### config.mk
export PLATFORM = sky130hd
export DESIGN_NAME = mc_route_split
export DESIGN_NICKNAME = d
export VERILOG_FILES = /design/src/rtl/noc_route_pkg.sv /design/src/rtl/mc_partition.sv /design/src/rtl/mc_route_split.sv
export SDC_FILE = /design/constraint.sdc
export NUM_CORES = 1
export LEC_CHECK = 0
export ABC_AREA = 1
export CAP_MARGIN = 30
export CORE_ASPECT_RATIO = 0.5
export CORE_MARGIN = 2
export CORE_UTILIZATION = 30
export DETAILED_ROUTE_END_ITERATION = 10
export PLACE_DENSITY = 0.6
export SYNTH_ARGS = -nofsm -noshare
export SYNTH_HDL_FRONTEND = slang
export SYNTH_SLANG_ARGS = --single-unit
export TNS_END_PERCENT = 100
### constraint.sdc
create_clock -name clk -period 2.6 [get_ports clk]
set_input_delay 0.52 -clock clk [delete_from_list [all_inputs] [get_ports clk]]
set_output_delay 0.52 -clock clk [all_outputs]
set_load 0.03 [all_outputs]
### src/rtl/noc_route_pkg.sv
// Shared route definitions for the XY mesh router: port codes, request types,
// route-unit state encoding and the dimension-order port decision.
package noc_route_pkg;

  localparam int NPORTS = 5;

  localparam logic [2:0] PORT_L = 3'd0;
  localparam logic [2:0] PORT_N = 3'd1;
  localparam logic [2:0] PORT_E = 3'd2;
  localparam logic [2:0] PORT_S = 3'd3;
  localparam logic [2:0] PORT_W = 3'd4;

  localparam logic UNICAST   = 1'b0;
  localparam logic MULTICAST = 1'b1;

  typedef enum logic [0:0] {
    ST_IDLE  = 1'b0,
    ST_ISSUE = 1'b1
  } route_state_e;

  // X is resolved before Y, so a destination leaves on E/W until its column matches.
  function automatic logic [2:0] xy_port(input int dx, input int dy, input int mx, input int my);
    logic [2:0] p;
    if (dx > mx) begin
      p = PORT_E;
    end else if (dx < mx) begin
      p = PORT_W;
    end else if (dy > my) begin
      p = PORT_S;
    end else if (dy < my) begin
      p = PORT_N;
    end else begin
      p = PORT_L;
    end
    return p;
  endfunction

endpackage

### src/rtl/mc_partition.sv
// Combinational split of a multicast bitmap into per-port subsets, plus the
// output port for a unicast destination id.
module mc_partition
  import noc_route_pkg::*;
#(
  parameter int  XDIM    = 5,
  parameter int  YDIM    = 4,
  parameter int  MY_XPOS = 0,
  parameter int  MY_YPOS = 0,
  localparam int NODES   = XDIM * YDIM,
  localparam int NODEW   = $clog2(NODES)
) (
  input  logic [NODEW-1:0]              in_addr,
  input  logic [NODES-1:0]              in_mask,
  output logic [NPORTS-1:0][NODES-1:0]  sub_mask,
  output logic [2:0]                    uni_port
);

  // Each node's port is a constant of its index, so this reduces to wiring.
  always_comb begin
    sub_mask = '0;
    for (int i = 0; i < NODES; i++) begin
      sub_mask[xy_port(i / YDIM, i % YDIM, MY_XPOS, MY_YPOS)][i] = in_mask[i];
    end
  end

  // Unicast port decode; out-of-range ids are filtered by the caller.
  always_comb begin
    uni_port = xy_port(int'(in_addr) / YDIM, int'(in_addr) % YDIM, MY_XPOS, MY_YPOS);
  end

endmodule

### src/rtl/mc_route_split.sv
// Route unit for the router input stage: accepts one head request, partitions
// it per output port and issues one port request per cycle in L,N,E,S,W order.
module mc_route_split
  import noc_route_pkg::*;
#(
  parameter int  XDIM    = 5,
  parameter int  YDIM    = 4,
  parameter int  MY_XPOS = 0,
  parameter int  MY_YPOS = 0,
  localparam int NODES   = XDIM * YDIM,
  localparam int NODEW   = $clog2(NODES)
) (
  input  logic             clk,
  input  logic             rst_,
  input  logic             in_valid,
  output logic             in_ready,
  input  logic             in_type,
  input  logic [NODEW-1:0] in_addr,
  input  logic [NODES-1:0] in_mask,
  output logic             out_valid,
  input  logic             out_ready,
  output logic [2:0]       out_port,
  output logic             out_type,
  output logic [NODEW-1:0] out_addr,
  output logic [NODES-1:0] out_mask,
  output logic             out_last,
  output logic             err
);

  route_state_e                 state_r, state_s;
  logic [NPORTS-1:0]            pend_r, pend_s;
  logic [NPORTS-1:0][NODES-1:0] sub_r, sub_s, part_mask_s;
  logic                         type_r, type_s;
  logic [NODEW-1:0]             addr_r, addr_s;
  logic                         drop_s;
  logic                         addr_ok_s;
  logic [2:0]                   uni_port_s;
  logic [2:0]                   next_port_s;

  function automatic logic [2:0] first_port(input logic [NPORTS-1:0] p);
    logic [2:0] r;
    r = PORT_L;
    for (int i = NPORTS - 1; i >= 0; i--) begin
      if (p[i]) begin
        r = 3'(i);
      end
    end
    return r;
  endfunction

  function automatic logic one_left(input logic [NPORTS-1:0] p);
    return (p != '0) && ((p & (p - NPORTS'(1))) == '0);
  endfunction

  mc_partition #(
    .XDIM    (XDIM),
    .YDIM    (YDIM),
    .MY_XPOS (MY_XPOS),
    .MY_YPOS (MY_YPOS)
  ) u_part (
    .in_addr  (in_addr),
    .in_mask  (in_mask),
    .sub_mask (part_mask_s),
    .uni_port (uni_port_s)
  );

  assign addr_ok_s   = (int'(in_addr) < NODES);
  assign next_port_s = first_port(pend_s);

  // Next-state logic: capture a head in IDLE, retire one pending port per handshake in ISSUE.
  always_comb begin
    state_s = state_r;
    pend_s  = pend_r;
    sub_s   = sub_r;
    type_s  = type_r;
    addr_s  = addr_r;
    drop_s  = 1'b0;
    case (state_r)
      ST_IDLE: begin
        if (in_valid) begin
          if (in_type == MULTICAST) begin
            if (in_mask == '0) begin
              drop_s = 1'b1;
            end else begin
              sub_s  = part_mask_s;
              type_s = MULTICAST;
              addr_s = '0;
              for (int p = 0; p < NPORTS; p++) begin
                pend_s[p] = |part_mask_s[p];
              end
              state_s = ST_ISSUE;
            end
          end else begin
            if (!addr_ok_s) begin
              drop_s = 1'b1;
            end else begin
              sub_s  = '0;
              type_s = UNICAST;
              addr_s = in_addr;
              pend_s = '0;
              pend_s[uni_port_s] = 1'b1;
              state_s = ST_ISSUE;
            end
          end
        end else begin
          state_s = ST_IDLE;
        end
      end
      ST_ISSUE: begin
        if (out_ready) begin
          pend_s[first_port(pend_r)] = 1'b0;
          if (pend_s == '0) begin
            state_s = ST_IDLE;
          end else begin
            state_s = ST_ISSUE;
          end
        end else begin
          state_s = ST_ISSUE;
        end
      end
      default: begin
        state_s = ST_IDLE;
        pend_s  = '0;
      end
    endcase
  end

  // State and output registers; outputs are loaded from the next pending set.
  always_ff @(posedge clk or negedge rst_) begin
    if (!rst_) begin
      state_r   <= ST_IDLE;
      pend_r    <= '0;
      sub_r     <= '0;
      type_r    <= UNICAST;
      addr_r    <= '0;
      in_ready  <= 1'b1;
      out_valid <= 1'b0;
      out_port  <= PORT_L;
      out_type  <= UNICAST;
      out_addr  <= '0;
      out_mask  <= '0;
      out_last  <= 1'b0;
      err       <= 1'b0;
    end else begin
      state_r   <= state_s;
      pend_r    <= pend_s;
      sub_r     <= sub_s;
      type_r    <= type_s;
      addr_r    <= addr_s;
      in_ready  <= (state_s == ST_IDLE);
      out_valid <= (state_s == ST_ISSUE);
      err       <= drop_s;
      if (state_s == ST_ISSUE) begin
        out_port <= next_port_s;
        out_type <= type_s;
        out_addr <= addr_s;
        out_mask <= sub_s[next_port_s];
        out_last <= one_left(pend_s);
      end else begin
        out_port <= PORT_L;
        out_type <= UNICAST;
        out_addr <= '0;
        out_mask <= '0;
        out_last <= 1'b0;
      end
    end
  end

endmodule

==> impl_metrics.py, run 1 <==
metrics = {
    "routing": {
        "finalWirelength_um": 15300,
        "routedWlPerCell_um": 13.4,
        "post-route-drc-count": 0,
        "viasPerCell": 4.43,
        "drtPass1Iterations": 6,
        "route.vias.total": 5051,
        "postRouteAntennaNets": 0,
        "detail_route.iter0.violations": 347,
    },
    "floorplan": {
        "start_util_pct": 30.3,
        "core_area_um2": 20400,
        "dieWidth_um": 207,
        "row_count": 37,
        "fp.dieH_um": 106,
        "die-area_um2": 21900,
        "io_pins": 63,
    },
    "critical_path": {
        "start_kind": "primary input",
        "cp_num_buf_inv": 4,
        "cpMostUsedCell": "nand2_1",
        "max_stage_delay_ns": 0.51,
        "end_kind": "flop",
        "path_max_fanout": 22,
        "slowest_stage": "clkdlybuf4s50_1",
        "critPathArrivalTime_ns": 2.78,
        "cp_cell_sequence": "clkdlybuf4s50_1 > nor2_2 > buf_4 > buf_4 > nand3_1 > nand4_1 > nand2_1 > nand2_1 > a21oi_2 > nand2_1 > nand2_2 > nand2_2 > buf_12 > nand2_1 > nand3_1 > nand3_1 > nand2_1",
        "crit_type": "primary input to flop",
        "critical_path_required_ns": 2.92,
        "path_delay_family": "simple AND/OR/NAND/NOR gates",
    },
    "global_routing": {
        "track_usage_pct": 14.8,
        "grt_overflow": 0,
        "grt_pass1_wl_um": 25700,
        "grt_pass1_vias": 4956,
        "grt_start_max_net_pins": 61,
        "antenna_found_initial": 0,
    },
    "synthesis": {
        "synth_xor_area_share_pct": 0,
        "seq_area_frac_synth_pct": 58.2,
        "syn_avg_cell_area_um2": 8.55,
        "synthSimpleGateAreaFrac_pct": 27.8,
        "synth_nets": 755,
        "yosysUniqueCellTypes": 33,
        "synth_area_leaders": "dfrtp_1 58%, nand3_1 8.6%, nand2_1 8.2%, nor2_1 7.0%, inv_1 6.0%",
        "yosysTopAreaCell": "dfrtp_1",
        "yosysWarnings": 0,
        "synth_seq_cells": 144,
        "syn_area_um2": 6200,
        "synth_compound_gate_area_share_pct": 4.02,
        "synthMuxAreaShare_pct": 0.162,
        "syn-instance-count": 725,
        "synth_top_area_share_pct": 57.8,
        "synth_top_family_by_area": "simple AND/OR/NAND/NOR gates",
        "synth_adder_area_share_pct": 0,
    },
    "outcome": {
        "status": "complete, no violations",
    },
    "clock_tree": {
        "path_clk_slew_ns": 0.06,
        "clock-sinks": 144,
        "cts_buffers": 17,
        "clock_latency_ns": 0.43,
        "clock_tree.buffer_depth": 2,
        "root_buffer": "clkbuf_16",
        "cts_tree": "yes",
        "htree_levels": 4,
        "cts_hold_buf": 0,
    },
    "timing": {
        "setup_viol": 0,
        "final.period_utilization_pct": 94.4,
        "worst_slack_ns": 0.146,
        "slew_headroom_pct": 65.2,
        "tightest_slew_ns": 0.522,
        "clock_skew_ns": 0.00720,
        "tns_ns": 0,
        "fmax_ghz": 0.407,
        "min_period_ns": 2.45,
        "finalHoldViolations": 0,
        "final_max_slew_viol_count": 0,
    },
    "pwr": {
        "ir_drop_mv": 0.524,
        "sw_frac_of_total_pct": 37.8,
        "p_int_mw": 5.38,
        "p_comb_share_pct": 39.6,
        "power_density_nw_per_um2": 1040,
        "power_mw": 8.64,
        "power_frac_clock_pct": 28.3,
        "pwr-share-seq_pct": 32.1,
        "power_switching_mw": 3.26,
        "p_leak_nw": 3.97,
    },
    "run": {
        "maxCapViolCount": 0,
    },
    "placed_design": {
        "place.gp.congestion": 0.873,
        "detailed_place_hpwl_um": 10200,
        "io_buffers": 62,
        "dp_slack_ns": -0.333,
    },
    "finish": {
        "antenna_cells": 0,
        "layout-area-overhead-vs-synth_pct": 34.1,
        "drive_above_1_share_pct": 18.0,
        "fillers": 1988,
        "layout.nets": 885,
    },
    "min_path": {
        "hold_path.class": "primary input to asynchronous set/reset pin",
    },
}
## synth_stat cells
cell type and number:
o211ai_1 1, nor2_2 5, nand2_2 7, a32oi_1 1, o21ai_1 1, a21oi_1 25
buf_4 7, inv_1 99, nor2_1 115, nor2_8 1, inv_2 14, nor4_1 1
or2_2 2, o21ai_0 11, mux2i_1 1, buf_2 21, dfrtp_1 143, a211oi_1 2
nand3_1 106, clkinv_1 1, nor3_1 2, dfstp_2 1, nand2_1 135, a32oi_2 1
clkbuf_1 5, and2_1 3, nand2_4 2, buf_1 1, a22o_1 1, nand4_1 2
nor2_4 6, nand3_2 1, o21bai_1 1
## power groups by stage
stage	Clock [mW]	Sequential, mW	Combinational, mW
floorplan	0	3.10	1.70
global placement	0	2.81	3.39
detailed placement	0	2.81	3.41
CTS	2.48	2.77	3.43
global route	2.59	2.81	3.74
finish	2.44	2.77	3.42
## cell families (layout without fill, tap and decap cells)
family,count (synthesis),count (layout)
DFF,144,144
AOI/OAI and AO/OA,44,44
and+or+nand+nor,388,388
buffers and inverters,148,290
muxes,1,1
## area by class of cell
type                            instances  area [um^2]  area share [%]
Tap cell                              273          342            4.11
Clock inverter                         13          156            1.88
Clock buffer                           18          429            5.17
Timing Repair Buffer                  145         1360            16.3
Multi-Input combinational cell        433         1990            23.9
Inverter                              114          428            5.15
Sequential cell                       144         3600            43.4
## path summary, 6_finish.rpt
path | startpoint | to | slack, ns | cells after the start
min reg2reg | sub_r[26] | sub_r[26] | 0.48 | 2
min | rst_ | out_mask[12] | 0.05 | 1
max reg2reg | state_r | out_mask[13] | 0.39 | 15
max in group asynchronous | rst_ | in_ready | 1.82 | 2
max | in_mask[3] | out_mask[18] | 0.15 | 17
min in group clk | sub_r[26] | sub_r[26] | 0.48 | 2
## per-stage QoR
step	utilization [%]	area (um^2)	hold slack, ns	instances
2_1_floorplan	-	6200	0.224	725
3_3_place_gp	37.8	7710	0.453	1108
3_5_place_dp	37.8	7710	0.462	1108
4_1_cts	40.6	8290	0.0568	1139
5_1_grt	40.7	8310	0.0829	1140
6_report	40.7	8310	0.0503	1140
## cell usage in the layout, fill, tap and decap left out, types with 2 or more instances in the layout
cell	count
nor2_4	6
o21ai_0	11
and2_1	3
a211oi_1	2
buf_4	74
clkinv_4	4
clkbuf_16	17
buf_12	9
inv_1	99
inv_2	14
inv_8	2
nand2_2	7
bufinv_16	2
nor3_1	2
inv_6	3
clkdlybuf4s50_1	61
nand3_1	106
nor2_1	114
or2_2	2
dfrtp_1	143
a21oi_1	24
nor2_2	6
nand2_4	2
nand4_1	2
nand2_1	135
## flip-flops by register name (all words and copies together), names as in the netlist, 3 cells and up
signal	cells
sub_r	100
out_mask	20
addr_r	5
out_addr	5
pend_r	5
out_port	3
## per-layer routing
metal | share of wire (%) | routed length [um] | track usage [%]
met1 | 51 | 7780 | 21.3
met5 | 0 | 0 | 0
met3 | 3.8 | 588 | 3.16
met2 | 44 | 6700 | 21.9
met4 | 1.5 | 226 | 5.41
## timing repair
item                                    in CTS  in global routing
resized for setup                            0                  2
endpoints found under the setup margin       0                 20
setup buffers                                0                  1
endpoints found under the hold margin        0                  0
Power figures use the tool's default switching activity.
==> run 2, diff against run 1 <==
--- a/config.mk
+++ b/config.mk
@@ -10,6 +10,7 @@
 export CORE_ASPECT_RATIO = 0.5
 export CORE_MARGIN = 2
 export CORE_UTILIZATION = 30
+export CTS_CLUSTER_DIAMETER = 60
 export DETAILED_ROUTE_END_ITERATION = 10
 export PLACE_DENSITY = 0.6
 export SYNTH_ARGS = -nofsm -noshare
==> results of run 2 <==
Final layout, timing and power as in run 1 (identical DEF).
